### config.mk
export PLATFORM = sky130hd
export DESIGN_NAME = pifo_client_flat
export DESIGN_NICKNAME = d
export VERILOG_FILES = /design/src/rtl/pifo_client_if.sv /design/src/rtl/pifo_client.sv /design/src/flat_wrapper.sv
export SDC_FILE = /design/constraint.sdc
export NUM_CORES = 1
export LEC_CHECK = 0
export CELL_PAD_IN_SITES_DETAIL_PLACEMENT = 0
export CELL_PAD_IN_SITES_GLOBAL_PLACEMENT = 1
export CORE_MARGIN = 4
export CORE_UTILIZATION = 37
export CTS_CLUSTER_SIZE = 10
export DETAILED_ROUTE_END_ITERATION = 10
export PLACE_DENSITY = 0.9
export SYNTH_ARGS = -nofsm -noshare
export SYNTH_HDL_FRONTEND = slang
export SYNTH_SLANG_ARGS = --single-unit
### constraint.sdc
create_clock -name clk -period 3.9 [get_ports clk]
set_input_delay 0.78 -clock clk [delete_from_list [all_inputs] [get_ports clk]]
set_output_delay 0.78 -clock clk [all_outputs]
set_load 0.05 [all_outputs]
### src/rtl/pifo_client_if.sv
// Client-side handshakes of pifo_client: enqueue request channel and dequeue result channel.
interface pifo_client_if #(
  parameter int RANK_WIDTH = 10,
  parameter int META_WIDTH = 20
);
  logic                  enq_valid;
  logic                  enq_ready;
  logic [RANK_WIDTH-1:0] enq_rank;
  logic [META_WIDTH-1:0] enq_meta;
  logic                  deq_valid;
  logic                  deq_ready;
  logic [RANK_WIDTH-1:0] deq_rank;
  logic [META_WIDTH-1:0] deq_meta;

  modport master (
    output enq_valid, enq_rank, enq_meta, deq_ready,
    input  enq_ready, deq_valid, deq_rank, deq_meta
  );

  modport slave (
    input  enq_valid, enq_rank, enq_meta, deq_ready,
    output enq_ready, deq_valid, deq_rank, deq_meta
  );
endinterface

### src/rtl/pifo_client.sv
// Initiator front end for the skip-list PIFO: gated insert path, paced autonomous
// removal into a small output FIFO, occupancy tracking and underflow flag.
module pifo_client #(
  parameter int RANK_WIDTH     = 10,
  parameter int META_WIDTH     = 20,
  parameter int MAX_ENTRIES    = 160,
  parameter int L2_MAX_ENTRIES = 8,
  parameter int REMOVE_GAP     = 2,
  parameter int OUT_DEPTH      = 2
) (
  input  logic                      clk,
  input  logic                      rst,
  pifo_client_if.slave              cli,
  input  logic                      deq_en,
  output logic                      pifo_insert,
  output logic [RANK_WIDTH-1:0]     pifo_rank_in,
  output logic [META_WIDTH-1:0]     pifo_meta_in,
  output logic                      pifo_remove,
  input  logic [RANK_WIDTH-1:0]     pifo_rank_out,
  input  logic [META_WIDTH-1:0]     pifo_meta_out,
  input  logic                      pifo_valid_out,
  input  logic                      pifo_busy,
  output logic [L2_MAX_ENTRIES-1:0] occupancy,
  output logic                      err_underflow
);

  localparam int unsigned PW = (OUT_DEPTH > 1) ? $clog2(OUT_DEPTH) : 1;
  localparam int unsigned CW = PW + 1;
  localparam int unsigned GW = $clog2(REMOVE_GAP) + 1;

  typedef enum logic {D_IDLE, D_GAP} dstate_t;

  dstate_t               state, state_n;
  logic [GW-1:0]         gap_cnt, gap_cnt_n;

  logic [RANK_WIDTH-1:0] rank_mem [OUT_DEPTH];
  logic [META_WIDTH-1:0] meta_mem [OUT_DEPTH];
  logic [PW-1:0]         rd_ptr, wr_ptr;
  logic [CW-1:0]         count;
  logic [CW-1:0]         free;

  logic                  enq_ok;
  logic                  ins;
  logic                  pop;
  logic                  fire;

  // Enqueue path is purely combinational so an accepted request reaches the PIFO same cycle.
  always_comb begin
    enq_ok       = !rst && !pifo_busy && (occupancy < L2_MAX_ENTRIES'(MAX_ENTRIES));
    ins          = cli.enq_valid && enq_ok;
    cli.enq_ready = enq_ok;
    pifo_insert  = ins;
    pifo_rank_in = ins ? cli.enq_rank : '0;
    pifo_meta_in = ins ? cli.enq_meta : '0;
  end

  // A pop in the same cycle frees a slot, letting a full FIFO accept the next remove.
  always_comb begin
    pop  = (count != '0) && cli.deq_ready;
    free = CW'(OUT_DEPTH) - count + {{(CW-1){1'b0}}, pop};
    fire = !rst && (state == D_IDLE) && deq_en && pifo_valid_out && (free != '0);
  end

  always_comb begin
    cli.deq_valid = (count != '0);
    cli.deq_rank  = rank_mem[rd_ptr];
    cli.deq_meta  = meta_mem[rd_ptr];
  end

  always_ff @(posedge clk) begin
    if (rst) begin
      state   <= D_IDLE;
      gap_cnt <= '0;
    end else begin
      state   <= state_n;
      gap_cnt <= gap_cnt_n;
    end
  end

  always_comb begin
    state_n     = state;
    gap_cnt_n   = gap_cnt;
    pifo_remove = 1'b0;
    case (state)
      D_IDLE: begin
        if (fire) begin
          pifo_remove = 1'b1;
          state_n     = D_GAP;
          gap_cnt_n   = GW'(REMOVE_GAP - 1);
        end
      end
      D_GAP: begin
        if (gap_cnt == '0) begin
          state_n = D_IDLE;
        end else begin
          gap_cnt_n = gap_cnt - 1'b1;
        end
      end
      default: state_n = D_IDLE;
    endcase
  end

  always_ff @(posedge clk) begin
    if (rst) begin
      for (int unsigned i = 0; i < OUT_DEPTH; i++) begin
        rank_mem[i] <= '0;
        meta_mem[i] <= '0;
      end
      rd_ptr <= '0;
      wr_ptr <= '0;
      count  <= '0;
    end else begin
      if (fire) begin
        rank_mem[wr_ptr] <= pifo_rank_out;
        meta_mem[wr_ptr] <= pifo_meta_out;
        wr_ptr           <= wr_ptr + 1'b1;
      end
      if (pop) begin
        rd_ptr <= rd_ptr + 1'b1;
      end
      case ({fire, pop})
        2'b10:   count <= count + 1'b1;
        2'b01:   count <= count - 1'b1;
        default: count <= count;
      endcase
    end
  end

  always_ff @(posedge clk) begin
    if (rst) begin
      occupancy     <= '0;
      err_underflow <= 1'b0;
    end else begin
      if (pifo_remove && (occupancy == '0)) begin
        err_underflow <= 1'b1;
      end
      case ({ins, pifo_remove})
        2'b10:   occupancy <= occupancy + 1'b1;
        2'b01:   occupancy <= (occupancy == '0) ? occupancy : occupancy - 1'b1;
        default: occupancy <= occupancy;
      endcase
    end
  end

endmodule

### src/flat_wrapper.sv
// flat-port wrapper written by rule: the top's interface ports become plain ports
module pifo_client_flat 
#(
  parameter int RANK_WIDTH     = 10,
  parameter int META_WIDTH     = 20,
  parameter int MAX_ENTRIES    = 160,
  parameter int L2_MAX_ENTRIES = 8,
  parameter int REMOVE_GAP     = 2,
  parameter int OUT_DEPTH      = 2
)
  (clk, rst, deq_en, pifo_insert, pifo_rank_in, pifo_meta_in, pifo_remove, pifo_rank_out, pifo_meta_out, pifo_valid_out, pifo_busy, occupancy, err_underflow, cli_enq_valid, cli_enq_rank, cli_enq_meta, cli_deq_ready, cli_enq_ready, cli_deq_valid, cli_deq_rank, cli_deq_meta);
  pifo_client_if #(.RANK_WIDTH(RANK_WIDTH), .META_WIDTH(META_WIDTH)) cli_i ();
  input  logic clk;
  input  logic rst;
  input  logic deq_en;
  output logic pifo_insert;
  output logic [RANK_WIDTH-1:0] pifo_rank_in;
  output logic [META_WIDTH-1:0] pifo_meta_in;
  output logic pifo_remove;
  input  logic [RANK_WIDTH-1:0] pifo_rank_out;
  input  logic [META_WIDTH-1:0] pifo_meta_out;
  input  logic pifo_valid_out;
  input  logic pifo_busy;
  output logic [L2_MAX_ENTRIES-1:0] occupancy;
  output logic err_underflow;
  input wire logic [$bits(cli_i.enq_valid)-1:0] cli_enq_valid;
  input wire logic [$bits(cli_i.enq_rank)-1:0] cli_enq_rank;
  input wire logic [$bits(cli_i.enq_meta)-1:0] cli_enq_meta;
  input wire logic [$bits(cli_i.deq_ready)-1:0] cli_deq_ready;
  output wire logic [$bits(cli_i.enq_ready)-1:0] cli_enq_ready;
  output wire logic [$bits(cli_i.deq_valid)-1:0] cli_deq_valid;
  output wire logic [$bits(cli_i.deq_rank)-1:0] cli_deq_rank;
  output wire logic [$bits(cli_i.deq_meta)-1:0] cli_deq_meta;
  assign cli_i.enq_valid = cli_enq_valid;
  assign cli_i.enq_rank = cli_enq_rank;
  assign cli_i.enq_meta = cli_enq_meta;
  assign cli_i.deq_ready = cli_deq_ready;
  assign cli_enq_ready = cli_i.enq_ready;
  assign cli_deq_valid = cli_i.deq_valid;
  assign cli_deq_rank = cli_i.deq_rank;
  assign cli_deq_meta = cli_i.deq_meta;
  pifo_client #(.RANK_WIDTH(RANK_WIDTH), .META_WIDTH(META_WIDTH), .MAX_ENTRIES(MAX_ENTRIES), .L2_MAX_ENTRIES(L2_MAX_ENTRIES), .REMOVE_GAP(REMOVE_GAP), .OUT_DEPTH(OUT_DEPTH)) u_core (.clk(clk), .rst(rst), .cli(cli_i), .deq_en(deq_en), .pifo_insert(pifo_insert), .pifo_rank_in(pifo_rank_in), .pifo_meta_in(pifo_meta_in), .pifo_remove(pifo_remove), .pifo_rank_out(pifo_rank_out), .pifo_meta_out(pifo_meta_out), .pifo_valid_out(pifo_valid_out), .pifo_busy(pifo_busy), .occupancy(occupancy), .err_underflow(err_underflow));
endmodule
Word level (Yosys, flattened, before mapping)
Memories as Yosys holds them, arrays and structs flattened. A register that Yosys moved wholly into a read port is not among the register bits.
Index checks and enable logic that the tools add are counted.
{"block": "classes", "addsub": 9, "multipliers": 0, "n_div": 0, "magnitude_cmp": 1, "eq_ne": 7, "shifts": 0, "mux": 26, "bitwise": 1, "n_reduce_logical": 21}
{"op": "20-bit two-way mux", "n": 2}
{"op": "10-bit two-way mux", "n": 2}
{"op": "20-bit OR reduction", "n": 1}
{"op": "8-bit one-hot mux with 2 select lines", "n": 1}
{"op": "1-bit two-way mux", "n": 15}
{"op": "10-bit OR reduction", "n": 1}
{"op": "1-bit logical AND", "n": 9}
{"op": "8-bit by 1-bit adder with 8-bit output (second input constant)", "n": 1}
{"op": "8-bit zero test", "n": 1}
{"op": "8-bit < comparator (second input constant)", "n": 1}
{"op": "8-bit two-way mux", "n": 1}
{"op": "2-bit one-hot mux with 2 select lines", "n": 2}
{"op": "2-bit nonzero test", "n": 4}
{"op": "8-bit by 1-bit subtractor with 8-bit output (second input constant)", "n": 1}
{"op": "2-bit by 1-bit equality test with 1-bit output (second input constant)", "n": 2}
{"op": "2-bit equality test (second input constant)", "n": 2}
{"op": "2-bit two-way mux", "n": 2}
{"op": "2-bit != test (second input constant)", "n": 2}
{"op": "2-bit AND reduction", "n": 2}
{"op": "2-bit by 1-bit subtractor with 2-bit output (second input constant)", "n": 2}
{"op": "1-bit adder (second input constant)", "n": 2}
{"op": "2-bit by 1-bit adder with 2-bit output", "n": 1}
{"op": "2-bit by 1-bit adder with 2-bit output (second input constant)", "n": 1}
{"op": "1-bit zero test", "n": 2}
{"op": "5 further kinds", "n": 5}
{"block": "word_totals", "regBits": 16, "latch_bits": 0, "mem_bits_rw": 60, "rom_bits": 0, "in_bits": 67, "out_inout_bits": 73, "word_cells": 74, "mem_count": 2}
{"name": "u_core.meta_mem", "words": 2, "word_bits": 20, "read_ports": 1, "rd_clocked_by_memory_dff": 1, "wr": 2, "line": "pifo_client.sv:37", "text": "logic [META_WIDTH-1:0] meta_mem [OUT_DEPTH];"}
{"name": "u_core.rank_mem", "words": 2, "word_bits": 10, "read_ports": 1, "rd_clocked_by_memory_dff": 1, "wr": 2, "line": "pifo_client.sv:36", "text": "logic [RANK_WIDTH-1:0] rank_mem [OUT_DEPTH];"}

Longest topological paths before layout
Gate-level depths: netlist (run 1).
{"block": "logic_depth", "word_depth": 10, "depth_mapped": 14, "ltp_nobuf": 14}

Least setup slack after synthesis (run 1)
Ideal clock, no wire load.
{"block": "synth_path", "path_kind": "input -> output", "startpoint": "in rst", "endpoint": "out pifo_rank_in[0]", "arrival_time_ns": 2.716, "t_required_ns": 3.120, "path_slack_ns": 0.404, "path_stages": 6, "n_path_buf": 2, "cell_sequence": "or3b_1 or2_1 buf_2 inv_2 clkbuf_1 and2_1"}
{"block": "synth_via", "elab_chain_cells": 5}
{"element": "start, declared", "line": "flat_wrapper.sv:14", "text": "input logic rst;"}
{"element": "1-bit zero test", "line": "pifo_client.sv:49", "text": "enq_ok = !rst && !pifo_busy && (occupancy < L2_MAX_ENTRIES'(MAX_ENTRIES));"}
{"element": "1-bit logical AND (2 in series)", "line": "pifo_client.sv:49"}
{"element": "1-bit logical AND", "line": "pifo_client.sv:50", "text": "ins = cli.enq_valid && enq_ok;"}
{"element": "named net pifo_insert", "line": "flat_wrapper.sv:16", "text": "output logic pifo_insert;"}
{"element": "10-bit two-way mux", "line": "pifo_client.sv:53", "text": "pifo_rank_in = ins ? cli.enq_rank : '0;"}
{"element": "end, declared", "line": "flat_wrapper.sv:17", "text": "output logic [RANK_WIDTH-1:0] pifo_rank_in;"}
The timed path passes the listed nets, and every way through them passes these cells.

Final worst setup path (run 1)
{"block": "layout_path", "startpoint": "in rst", "endpoint": "out pifo_meta_in[16]"}
{"block": "layout_via", "elab_chain_cells": 5}
{"element": "1-bit zero test", "line": "pifo_client.sv:49"}
{"element": "1-bit logical AND (2 in series)", "line": "pifo_client.sv:49"}
{"element": "1-bit logical AND", "line": "pifo_client.sv:50"}
{"element": "20-bit two-way mux", "line": "pifo_client.sv:54", "text": "pifo_meta_in = ins ? cli.enq_meta : '0;"}
{"element": "end, declared", "line": "flat_wrapper.sv:18", "text": "output logic [META_WIDTH-1:0] pifo_meta_in;"}
No other way between the ends.

==> results of run 1 <==
## cells in the mapped netlist (all sizes together)
cell and count:
and2 90, edfxtp 60, mux2 30, dfxtp 17, clkbuf 16, nor2 14, nor3 8, a21oi 7
inv 6, nand2 6, nand2b 5, nand3 5, or4 5, ha 4, o21ai 4, or2 4
xnor2 4, buf 3, mux2i 3, xor2 3, a22oi 2, and3 2, o22ai 2, or3 2
a21boi 1, a31oi 1, nand4 1, nor4bb 1, o2111ai 1, o21a 1, o21bai 1, o32a 1
o32ai 1, or3b 1, or4b 1, or4bb 1
## placed cells by master, fill, tap and decap left out, drive strengths merged, types with 2 or more instances in the layout
cell type / netlist / layout
nand2: 6 / 6
inv: 6 / 10
o22ai: 2 / 2
nand2b: 5 / 5
a22oi: 2 / 2
or4: 5 / 5
mux2: 30 / 30
nand3: 5 / 5
xnor2: 4 / 4
or2: 4 / 4
a21oi: 7 / 7
clkdlybuf4s50: 0 / 107
o21ai: 4 / 4
nor3: 8 / 8
mux2i: 3 / 3
and2: 90 / 90
edfxtp: 60 / 60
buf: 3 / 38
and3: 2 / 2
xor2: 3 / 3
ha: 4 / 4
dfxtp: 17 / 17
clkbuf: 16 / 9
or3: 2 / 2
nor2: 14 / 14
## through the flow
stage / hold WS, ns / instance area (um^2) / setup slack (ns)
after global placement: 0.439 / 5590 / 0.273
after CTS: 0.479 / 5800 / 0.242
after global routing: 0.520 / 5800 / 0.130
after floorplan: 0.432 / 3750 / 0.404
final: 0.474 / 5800 / 0.262
after detailed placement: 0.459 / 5590 / 0.214
## tightest hold or removal path: stages (launching register included)
cell and delay (ns):
dfxtp_1 0.32, nand2_1 0.05, a21oi_1 0.06
## worst max-delay path by stage
stage | startpoint | end | slack [ns] | depth (start not counted)
floorplan | rst | pifo_rank_in[0] | 0.40 | 6
CTS | rst | pifo_meta_in[16] | 0.24 | 6
global placement | cli_deq_ready | u_core.occupancy[4] | 0.27 | 13
detailed placement | cli_deq_ready | u_core.meta_mem[0][14] | 0.21 | 8
finish | rst | pifo_meta_in[16] | 0.26 | 6
global route | rst | pifo_rank_in[6] | 0.13 | 6
## sequential cells by signal, indices dropped and copies added, names as in the netlist, 2 cells and up, named ones only
register,flops
u_core.rank_mem,20
u_core.meta_mem,40
u_core.occupancy,8
u_core.count,2
u_core.gap_cnt,2
## cell type report
type,instances,area (um^2),area share (%)
clock buffer,9,124,2.14
clock inverter,7,80.1,1.38
inverter,6,22.5,0.389
multi-input combinational,212,1510,26.0
sequential,77,2140,37.0
tap,133,166,2.87
timing repair buffer,145,1760,30.3
## power breakdown
group	leakage, nW	internal (W)	switching (W)
Clock	0.103	0.000306	0.000318
Sequential	0.761	0.000948	0.0000287
Combinational	1.35	0.000338	0.000475
## routing by layer
| metal | global-route usage, % | share of wire [%] | vias to the layer above |
|---|---|---|---|
| met4 | 5.86 | 2.1 | 0 |
| met1 | 18.1 | 38 | 1322 |
| met3 | 3.55 | 4.5 | 14 |
| met2 | 28.9 | 55 | 69 |
| met5 | 0 | 0 | - |
| li1 | - | - | 1376 |
## cells by family after synthesis
group | synth area share [%]
AND/OR/NAND/NOR | 23.3
flip-flops | 57.2
multiplexers | 9.82
buffers and inverters | 2.77
AO/OA/AOI/OAI | 3.91
XOR/XNOR | 1.64
adder cells (fa/ha/maj) | 1.34
==> results by group, run 1 <==
Route
  • DRC: 0
  • Final wirelength: 9190 um
  • Post-route ant nets: 0
  • Pre-antenna DRT Iters: 4
  • DRT iter0 DRCs: 91
  • Average wire per standard cell: 15.6 um
  • Via count: 2781
  • Vias per inst: 4.72

Global route
  • First-pass GRT wire length: 14400 um
  • Initial antenna violation count: 0
  • Remaining Overflow, GRT: 0
  • GRT Util Overall: 15.9%
  • Vias in the first global route: 2886
  • Largest net degree at the start of global routing: 37

Clock network
  • Root Buffer: clkbuf_8
  • Post-cts resize count: 0
  • CTS tree: yes
  • Post-CTS setup buffer count: 0
  • Max clock buf depth: 2
  • Clock-pin slew on the worst setup and hold paths: 0.09 ns
  • Sink Count: 77
  • Total CTS buffers: 9
  • H-tree depth: 3
  • Hold buffers post-CTS: 0
  • Worst-Skew Late Latency: 0.34 ns

Cells and area
  • Diodes inserted: 0
  • NumNets Final: 522
  • Final Util: 59.0%
  • Fill count: 822
  • Area growth, synth to finish: 54.7%
  • Final non-filler cell total: 589
  • Layout cell share with drive strength beyond 1: 20.8%

STA
  • Fmax: 0.275 GHz
  • Setup TNS: 0 ns
  • Unrepaired setup endpoints after global routing: no
  • Final Max Tran Viols: 0
  • Endpoints failing setup: 0
  • Final hold vios: 0
  • Final period utilization: 93.3%
  • Worst-Margin Slew: 0.954 ns
  • Clock Skew: 0.0108 ns
  • Tmin final: 3.64 ns
  • Slew headroom: 36.4%

Critical path
  • Startpoint Class: input port
  • Worst flop-to-flop path endpoint: u_core.occupancy[4]
  • WP data arrival: 2.86 ns
  • FF-to-FF setup slack: 0.88 ns
  • Critical Path Max Stage Delay: 0.52 ns
  • Crit path kind: input port to output port
  • Crit. End Element: output port
  • WP data required: 3.12 ns
  • Critical path cell sequence: clkdlybuf4s50_1, or3b_1, or2_1, inv_2, and2_1, buf_12
  • Slowest CP cell: clkdlybuf4s50_1
  • R2r startpoint: u_core.count[0]
  • Peak fanout along the critical path: 36
  • Delay-heaviest family, CP: buffers and inverters
  • Buf/Inv on CP: 3
  • Reg2reg path depth: 13

Placed design
  • # placed instances: 573
  • Port Buffers: 139
  • HPWL after detailed placement: 6760 um
  • Routability Congestion: 0.835

Hold path
  • Hold WC Path Type: register to register
  • Hold path cells: 2
  • Hold Path Origin: u_core.gap_cnt[0]
  • Min-Delay Endpoint: u_core.gap_cnt[0]

Synthesis
  • Sequential fraction of the synthesis area: 57.2%
  • Post-synth top area cell: edfxtp_1
  • Top cell type's share of synthesized area: 48.1%
  • Post-Syn Area per Cell: 11.9 um^2
  • Yosys cell types: 43
  • Mapped Cells: 314
  • Synthesis warning total: 0
  • Synthesized flop and latch total: 77
  • Syn Nets: 385
  • Cell Area, Synth: 3750 um^2
  • Synth area leaders: edfxtp_1, and2_1, dfxtp_1

Pwr
  • Total power: 0.00241 W
  • Maximum VDD drop: 0.246 mV
  • Power Density: 416 nW/um^2
  • Leak Pwr: 2.21 nW

Floorplan
  • Area of the core: 9820 um^2
  • DIE WIDTH: 109 um
  • Row cnt: 36
  • Initial Utilization: 38.1%
  • Die area: 11800 um^2
  • Chip Height: 109 um
  • Ports: 140

Run status
  • Outcome: finished, final reports clean

Run
  • Max-Cap Viols: 0
Note: power is estimated with default switching activity, not from simulation.
==> run 2, diff against run 1 <==
CORE_ASPECT_RATIO = 0.9   (was default)
==> run 2 against run 1 <==
Net effect: maximum frequency up 2.0%; worst setup slack better by 0.070 ns; sequential cell count unchanged; die area about the same; worst hold slack worse by 0.017 ns.
==> results by group, run 2 (synthesis results as in run 1) <==
Run status
  • Outcome: finished, final reports clean (unchanged)

STA
  • Final Max Tran Viols: 0 (unchanged)
  • Fmax: 0.280 GHz (was 0.275 GHz)
  • Tmin final: 3.57 ns (was 3.64 ns)
  • Clock Skew: 0.0121 ns (was 0.0108 ns)
  • Endpoints failing setup: 0 (unchanged)
  • Final hold vios: 0 (unchanged)
  • Final period utilization: 91.5% (was 93.3%)
  • Unrepaired setup endpoints after global routing: no (unchanged)
  • Worst Hold Slack: 0.457 ns (was 0.474 ns)
  • Setup TNS: 0 ns (unchanged)
  • Slew headroom: 47.7% (was 36.4%)
  • Worst-Margin Slew: 0.784 ns (was 0.954 ns)

Floorplan
  • Die area: 11800 um^2 (about the same)
  • Area of the core: 9780 um^2 (was 9820 um^2)
  • Ports: 140 (unchanged)
  • DIE WIDTH: 114 um (was 109 um)
  • Chip Height: 103 um (was 109 um)
  • Row cnt: 34 (was 36)
  • Initial Utilization: 38.3% (was 38.1%)

Route
  • Pre-antenna DRT Iters: 4 (unchanged)
  • Post-route ant nets: 0 (unchanged)
  • Final wirelength: 9070 um (was 9190 um)
  • DRC: 0 (unchanged)
  • Vias per inst: 4.80 (was 4.72)
  • DRT iter0 DRCs: 77 (was 91)
  • Average wire per standard cell: 15.6 um (about the same)
  • Via count: 2790 (was 2781)

Pwr
  • Maximum VDD drop: 0.283 mV (was 0.246 mV)
  • Leak Pwr: 2.26 nW (was 2.21 nW)
  • Power Density: 462 nW/um^2 (was 416 nW/um^2)

Hold path
  • Min-Delay Endpoint: u_core.gap_cnt[0] (unchanged)
  • Hold WC Path Type: register to register (unchanged)
  • Hold path cells: 2 (unchanged)
  • Hold Path Origin: u_core.gap_cnt[0] (unchanged)

Global route
  • Vias in the first global route: 2802 (was 2886)
  • Remaining Overflow, GRT: 0 (unchanged)
  • Initial antenna violation count: 0 (unchanged)
  • First-pass GRT wire length: 14000 um (was 14400 um)
  • GRT Util Overall: 15.4% (was 15.9%)
  • Largest net degree at the start of global routing: 37 (unchanged)

Critical path
  • Startpoint Class: input port (unchanged)
  • Delay-heaviest family, CP: buffers and inverters (unchanged)
  • FF-to-FF setup slack: 0.91 ns (was 0.88 ns)
  • Peak fanout along the critical path: 36 (unchanged)
  • Reg2reg path depth: 13 (unchanged)
  • WP data arrival: 2.79 ns (was 2.86 ns)
  • Worst flop-to-flop path endpoint: u_core.occupancy[4] (unchanged)
  • Critical path cell sequence: clkdlybuf4s50_1, or3b_1, or2_1, inv_2, and2_1, buf_12 (unchanged)
  • Buf/Inv on CP: 3 (unchanged)
  • Crit. End Element: output port (unchanged)
  • WP data required: 3.12 ns (about the same)
  • R2r startpoint: u_core.count[1] (was u_core.count[0])
  • Slowest CP cell: clkdlybuf4s50_1 (unchanged)
  • Critical Path Max Stage Delay: 0.45 ns (was 0.52 ns)
  • Crit path kind: input port to output port (unchanged)
  • CP Depth: 6 (unchanged)

Clock network
  • H-tree depth: 3 (unchanged)
  • Post-CTS setup buffer count: 0 (unchanged)
  • Worst-Skew Late Latency: 0.33 ns (was 0.34 ns)
  • Total CTS buffers: 9 (unchanged)
  • Clock-pin slew on the worst setup and hold paths: 0.05 ns (was 0.09 ns)
  • Post-cts resize count: 0 (unchanged)
  • Sink Count: 77 (unchanged)
  • CTS tree: yes (unchanged)
  • Hold buffers post-CTS: 0 (unchanged)
  • Root Buffer: clkbuf_16 (was clkbuf_8)
  • Max clock buf depth: 2 (unchanged)

Placed design
  • Routability Congestion: 0.851 (was 0.835)
  • Port Buffers: 139 (unchanged)
  • Area post-placement: 5560 um^2 (was 5590 um^2)
  • HPWL after detailed placement: 6480 um (was 6760 um)

Cells and area
  • Diodes inserted: 0 (unchanged)
  • Commonest non-fill, non-tap cell in the layout: clkdlybuf4s50_1 (unchanged)
  • Most frequent cells in the layout: clkdlybuf4s50_1, and2_1, edfxtp_1 (unchanged)
  • Reg with most FFs: u_core.meta_mem (unchanged)
  • Area growth, synth to finish: 57.6% (was 54.7%)
  • Design area: 5900 um^2 (was 5800 um^2)
  • Largest register FFs: 40 (unchanged)
  • Top Registers: u_core.meta_mem x40, u_core.rank_mem x20, u_core.occupancy x8 (unchanged)
  • Layout cell share with drive strength beyond 1: 20.2% (was 20.8%)
  • NumNets Final: 521 (was 522)

Run
  • Max-Cap Viols: 0 (unchanged)
[run 2: layout make-up]
| class | count | area [um^2] |
|---|---|---|
| clock buffer | 10 | 229 |
| clock inverter | 6 | 111 |
| fill | 816 | 3880 |
| inverter | 6 | 22.5 |
| multi-input combinational | 212 | 1510 |
| sequential | 77 | 2140 |
| tap | 126 | 158 |
| timing repair buffer | 144 | 1740 |
[run 2: how the worst max path moves through the flow]
stage | from | end | slack (ns)
2_1_floorplan | rst | pifo_rank_in[0] | 0.40
3_3_place_gp | rst | u_core.occupancy[4] | 0.36
3_5_place_dp | cli_deq_ready | u_core.occupancy[4] | 0.25
4_1_cts | rst | pifo_rank_in[0] | 0.31
5_1_grt | rst | pifo_rank_in[3] | 0.19
6_report | rst | pifo_rank_in[0] | 0.33
[run 2: metal layers]
layer	share of wire [%]	vias to the layer above	GRT usage, %
li1	-	1372	-
met1	39	1334	17.5
met2	55	76	28.5
met3	4.2	8	4.36
met4	1.3	0	4.75
met5	0	-	0
[run 2: metrics by stage]
step	setup WS [ns]	instances	power, W	utilization, %
global placement	0.364	565	0.00180	56.9
floorplan	0.404	314	0.00151	-
detailed placement	0.253	565	0.00181	56.9
global route	0.194	581	0.00284	60.3
CTS	0.315	581	0.00276	60.3
finish	0.332	581	0.00273	60.3
[run 2: worst register-to-register path: cells and delay by family (launching register included)]
kind,cells,cell delay (ns)
buffers and inverters,1,0.16
XOR/XNOR,2,0.30
AND/OR/NAND/NOR,5,1.26
AO/OA/AOI/OAI,2,0.24
adder cells (fa/ha/maj),2,0.43
flip-flops,1,0.34
multiplexers,1,0.14
[run 2: where the power goes]
part	total (W)	internal, W	switching [W]
Sequential	0.000977	0.000950	0.0000275
Clock	0.000944	0.000626	0.000318
Combinational	0.000808	0.000334	0.000474
Total	0.00273	0.00191	0.000819
==> run 3, diff against run 2 <==
GPL_ROUTABILITY_DRIVEN = 0   (was default)
RECOVER_POWER = 50   (was default)
REMOVE_ABC_BUFFERS = 1   (was default)
==> run 3 against run 2 <==
Net effect: via count grew 1.5%; sequential cell count is the same; clock power shrank 13%; highest routed layer unchanged; largest cell class unchanged.
==> results by group, run 3 (synthesis results as in run 1) <==
Global route
  • Remaining Overflow, GRT: 0 (unchanged)
  • First-pass GRT wire length: 14600 um (was 14000 um)
  • Vias in the first global route: 2918 (was 2802)
  • GRT Util Overall: 15.9% (was 15.4%)
  • Largest net degree at the start of global routing: 37 (unchanged)
  • Initial antenna violation count: 0 (unchanged)

STA
  • Fmax: 0.284 GHz (was 0.280 GHz)
  • Clock Skew: 0.00579 ns (was 0.0121 ns)
  • Endpoints failing setup: 0 (unchanged)
  • Slew headroom: 48.2% (was 47.7%)
  • Worst Hold Slack: 0.472 ns (was 0.457 ns)
  • Tmin final: 3.52 ns (was 3.57 ns)
  • Final hold vios: 0 (unchanged)
  • Final period utilization: 90.2% (was 91.5%)
  • Worst-Margin Slew: 0.777 ns (was 0.784 ns)
  • Final Max Tran Viols: 0 (unchanged)
  • Unrepaired setup endpoints after global routing: no (unchanged)
  • Setup TNS: 0 ns (unchanged)

Clock network
  • Max clock buf depth: 2 (unchanged)
  • Total CTS buffers: 9 (unchanged)
  • Post-cts resize count: 0 (unchanged)
  • Post-CTS setup buffer count: 0 (unchanged)
  • CTS tree: yes (unchanged)
  • H-tree depth: 3 (unchanged)
  • Clock-pin slew on the worst setup and hold paths: 0.05 ns (about the same)
  • Root Buffer: clkbuf_16 (unchanged)
  • Sink Count: 77 (unchanged)
  • Hold buffers post-CTS: 0 (unchanged)
  • Worst-Skew Late Latency: 0.33 ns (about the same)

Cells and area
  • Top Registers: u_core.meta_mem x40, u_core.rank_mem x20, u_core.occupancy x8 (unchanged)
  • Commonest non-fill, non-tap cell in the layout: clkdlybuf4s50_1 (unchanged)
  • Largest register FFs: 40 (unchanged)
  • Design area: 5870 um^2 (was 5900 um^2)
  • Diodes inserted: 0 (unchanged)
  • Layout cell share with drive strength beyond 1: 20.0% (was 20.2%)
  • NumNets Final: 522 (was 521)
  • Area growth, synth to finish: 56.7% (was 57.6%)
  • Reg with most FFs: u_core.meta_mem (unchanged)
  • Most frequent cells in the layout: clkdlybuf4s50_1, and2_1, edfxtp_1 (unchanged)

Pwr
  • Gate power share: 30.6% (was 29.6%)
  • Sequential share of power: 37.7% (was 35.8%)
  • Switch share: 31.8% (was 30.0%)
  • Power Density: 442 nW/um^2 (was 462 nW/um^2)
  • P_int: 0.00177 W (was 0.00191 W)
  • Clock Power Share: 31.7% (was 34.6%)
  • Maximum VDD drop: 0.336 mV (was 0.283 mV)
  • Leak Pwr: 2.28 nW (was 2.26 nW)
  • NetSw: 0.000825 W (was 0.000819 W)

Hold path
  • Hold WC Path Type: register to register (unchanged)

Run status
  • Outcome: finished, final reports clean (unchanged)

Floorplan
  • Row cnt: 34 (unchanged)
  • Ports: 140 (unchanged)
  • Initial Utilization: 38.3% (unchanged)
  • Chip Height: 103 um (unchanged)
  • Area of the core: 9780 um^2 (unchanged)
  • Die area: 11800 um^2 (unchanged)
  • DIE WIDTH: 114 um (unchanged)

Placed design
  • Port Buffers: 139 (unchanged)
  • Area post-placement: 5580 um^2 (was 5560 um^2)
  • HPWL after detailed placement: 6660 um (was 6480 um)

Route
  • Pre-antenna DRT Iters: 4 (unchanged)
  • DRT iter0 DRCs: 88 (was 77)
  • DRC: 0 (unchanged)
  • Vias per inst: 4.86 (was 4.80)
  • Final wirelength: 9160 um (was 9070 um)
  • Via count: 2831 (was 2790)
  • Post-route ant nets: 0 (unchanged)
  • Average wire per standard cell: 15.7 um (was 15.6 um)

Run
  • Max-Cap Viols: 0 (unchanged)

Critical path
  • FF-to-FF setup slack: 0.93 ns (was 0.91 ns)
  • Startpoint Class: input port (unchanged)
  • WP data arrival: 2.74 ns (was 2.79 ns)
  • WP data required: 3.12 ns (about the same)
  • Peak fanout along the critical path: 36 (unchanged)
  • Crit path kind: input port to output port (unchanged)
  • Crit. End Element: output port (unchanged)
[run 3: cell types whose count changed in the layout (fill, tap and decap cells not counted), sizes merged]
cell           before  now
clkdlybuf4s50     107   76
buf                37   34
clkbuf             10   14
clkinv              2    3
dlygate4sd3         0   31
bufinv              3    1
clkinvlp            0    1
[run 3: path summary, 6_finish.rpt]
kind	startpoint	to	depth (start not counted)
worst max-delay path	rst	pifo_rank_in[3]	6
worst min-delay path	u_core.gap_cnt[0]	u_core.gap_cnt[0]	2
worst max register to register	u_core.count[1]	u_core.occupancy[4]	13
worst min register to register	u_core.gap_cnt[0]	u_core.gap_cnt[0]	2
[run 3: routing by layer]
| metal | wire length [um] | track usage, % | part of all wire (%) | vias to the layer above |
|---|---|---|---|---|
| met4 | 43 | 3.74 | 0.47 | 0 |
| met1 | 3610 | 17.6 | 39 | 1368 |
| met5 | 0 | 0 | 0 | - |
| li1 | - | - | - | 1374 |
| met3 | 528 | 4.71 | 5.8 | 4 |
| met2 | 4980 | 30.3 | 54 | 85 |
[run 3: critical path, stage by stage]
cell             delay (ns)
clkdlybuf4s50_1        0.42
or3b_1                 0.39
or2_1                  0.34
inv_2                  0.39
and2_1                 0.25
buf_12                 0.15
[run 3: cell type report]
class,instances,area (um^2)
fill,805,3920
inverter,6,22.5
timing repair buffer,145,1740
clock inverter,6,68.8
sequential,77,2140
multi-input combinational,212,1510
clock buffer,10,229
tap,126,158
[run 3: power groups by stage]
stage               clock network, W  registers [W]  logic [W]
floorplan                          0        0.00102   0.000483
global placement                   0       0.000991   0.000811
detailed placement                 0       0.000996   0.000821
CTS                         0.000840       0.000979   0.000824
global route                0.000876       0.000984   0.000838
finish                      0.000822       0.000978   0.000793
[run 3: metrics by stage]
step / std cells / total power, W / setup slack [ns] / util, %
2_1_floorplan: 295 / 0.00150 / 0.363 / -
3_3_place_gp: 566 / 0.00180 / 0.414 / 57.1
3_5_place_dp: 566 / 0.00182 / 0.359 / 57.1
4_1_cts: 582 / 0.00264 / 0.371 / 60.1
5_1_grt: 582 / 0.00270 / 0.270 / 60.0
6_report: 582 / 0.00259 / 0.384 / 60.0
==> patch (config.mk and constraints of run 2) <==
`META_WIDTH` is set to 20 in 3 places; all go to 10.
--- a/src/rtl/pifo_client_if.sv
+++ b/src/rtl/pifo_client_if.sv
@@ -2,5 +2,5 @@
 interface pifo_client_if #(
   parameter int RANK_WIDTH = 10,
-  parameter int META_WIDTH = 20
+  parameter int META_WIDTH = 10
 );
   logic                  enq_valid;
--- a/src/rtl/pifo_client.sv
+++ b/src/rtl/pifo_client.sv
@@ -3,5 +3,5 @@
 module pifo_client #(
   parameter int RANK_WIDTH     = 10,
-  parameter int META_WIDTH     = 20,
+  parameter int META_WIDTH     = 10,
   parameter int MAX_ENTRIES    = 160,
   parameter int L2_MAX_ENTRIES = 8,
--- a/src/flat_wrapper.sv
+++ b/src/flat_wrapper.sv
@@ -3,5 +3,5 @@
 #(
   parameter int RANK_WIDTH     = 10,
-  parameter int META_WIDTH     = 20,
+  parameter int META_WIDTH     = 10,
   parameter int MAX_ENTRIES    = 160,
   parameter int L2_MAX_ENTRIES = 8,
Ports: changed (resized cli_deq_meta, cli_enq_meta, pifo_meta_in and pifo_meta_out); port bits go from 140 to 100. The function was not compared with the original's and may differ.
==> patch against run 2 <==
- routed wire length is 30% lower
- power is 29% lower
- sequential cell count is 20 lower
- final area is 26% lower
- setup slack better by 0.27 ns
- utilization is 2.0 points lower
- combinational power is 28% lower
- via count is 23% lower
- critical path depth stayed put
- area after synthesis is 24% lower
- worst hold slack better by 0.035 ns
- largest power group unchanged
==> patch: results (changes against run 2) <==
Status - finished, final reports clean
Synth Area in Adders - 1.756% (+0.42 points)
CP Data Arrival Time - 2.52 ns (-0.27 ns)
R2R Setup Slk - 1.13 ns (+0.22 ns)
DP Wirelength - 4.467 mm (-31%)
Final Max Tran Viols - 0 (unchanged)
Final #Nets - 398 (-24%)
Largest net degree at the start of global routing - 34 (-8.1%)
Initial DRC Count - 67 (-13%)
Min-delay src - u_core.err_underflow$_SDFFE_PP0P_
Top Registers - u_core.meta_mem (20), u_core.rank_mem (20), u_core.occupancy (8)
Total CTS buffers - 9 (unchanged)
Pleak - 1.695 nW (-25%)
Ranking of synthesized cells by area - edfxtp_1, and2_1, dfxtp_1
Crit path capture - pifo_meta_in[1]
Max clock buf depth - 2 (unchanged)
CP delay by family, top - buffers and inverters
Cts repair resizes - 0 (unchanged)
Relative slew slack - 62.61% (+15 points)
HP Class - reg2reg
Compound-Gate Fraction of Synth Area - 5.224% (+1.3 points)
Global placement routability congestion - 0.8407 (-1.2%)
Critical Path Start - cli_enq_valid
H-tree levels - 3 (unchanged)
Initial antenna violation count - 0 (unchanged)
First-pass GRT wire length - 10.27 mm (-27%)
Crit path largest cell delay - 0.49 ns (+0.04 ns)
Hold Path End - u_core.err_underflow$_SDFFE_PP0P_
Clock root cell - clkbuf_8
Syn Nets - 298 (-23%)
Tot GR Track Use - 14.20% (-1.2 points)
Clock Skew - 0.009692 ns (-0.002410 ns)
Worst-Skew Late Latency - 0.32 ns
R2r worst-path depth - 12 (-1)
Top cells by count, synth - and2_1, edfxtp_1, mux2_2, dfxtp_1, nor2_1
Diodes inserted - 0 (unchanged)
WL per Instance - 14.11 µm (-9.6%)
Number of synthesized flops with an enable pin - 40 (-33%)
Worst Path Max Fanout - 33 (-8.3%)
Share of layout cells above drive strength 1 - 20.74% (+0.52 points)
Worst flop-to-flop path startpoint - u_core.count[0]$_SDFFE_PP0P_
Multiplexer area fraction after synthesis - 8.999% (-0.82 points)
Xor/xnor share of the synthesized area - 1.536% (-0.10 points)
Vias/cell - 4.826 (+0.50%)
Slowest-stage cell, CP - or3b_2
IO buf count - 99 (-29%)
Register area share after synthesis - 54.08% (-3.1 points)
Number of global-route vias before repair - 2,188 (-22%)
VDD IR max - 0.0001827 V (-35%)
Post-synthesis cell type count - 47 (+9.3%)
Reg clk slew, reported paths - 0.06 ns
==> patch: changes by cell type in the layout (fill, tap and decap cells not counted), sizes merged, moves of 2 or more <==
cell / run 2 / this run
and2: 90 / 60
clkdlybuf4s50: 107 / 77
edfxtp: 60 / 40
buf: 37 / 28
mux2: 30 / 21
nand2: 6 / 2
inv: 7 / 4
nand3: 5 / 2
xnor2: 4 / 1
and4: 0 / 2
nor3: 8 / 10
nor4: 0 / 2
o2111a: 0 / 2
or3: 2 / 4
==> patch: power breakdown <==
group	internal (mW)	switching (mW)	total, mW
registers	0.697	0.0230	0.720
clock network	0.422	0.227	0.649
logic	0.246	0.336	0.581
total	1.36	0.586	1.95
==> patch: cell type report <==
cell class | count | area (µm²)
fillers | 644 | 3128
flip-flops and latches | 57 | 1541
repair buffers | 105 | 1256
multi-input cells | 170 | 1212
clock buffers | 10 | 127.6
well taps | 96 | 120.1
clock inverters | 6 | 106.4
inverters | 4 | 15.01
==> patch: layer usage <==
layer  track usage (%)  wire length [µm]
met5                 0                 0
met4             5.499               105
met3             3.610               324
met2             23.68              3294
met1             17.50              2598
==> patch: stage by stage <==
stage | power, mW | setup WS, ns | std cells | hold slack [ns] | cell area, µm²
final | 1.950 | 0.6042 | 448 | 0.4926 | 4379
after global routing | 2.034 | 0.5097 | 448 | 0.5343 | 4379
after CTS | 1.972 | 0.5888 | 448 | 0.5006 | 4379
after detailed placement | 1.320 | 0.4874 | 432 | 0.4763 | 4145
after global placement | 1.313 | 0.5156 | 432 | 0.4674 | 4145
after floorplan | 1.112 | 0.7345 | 247 | 0.4641 | 2850
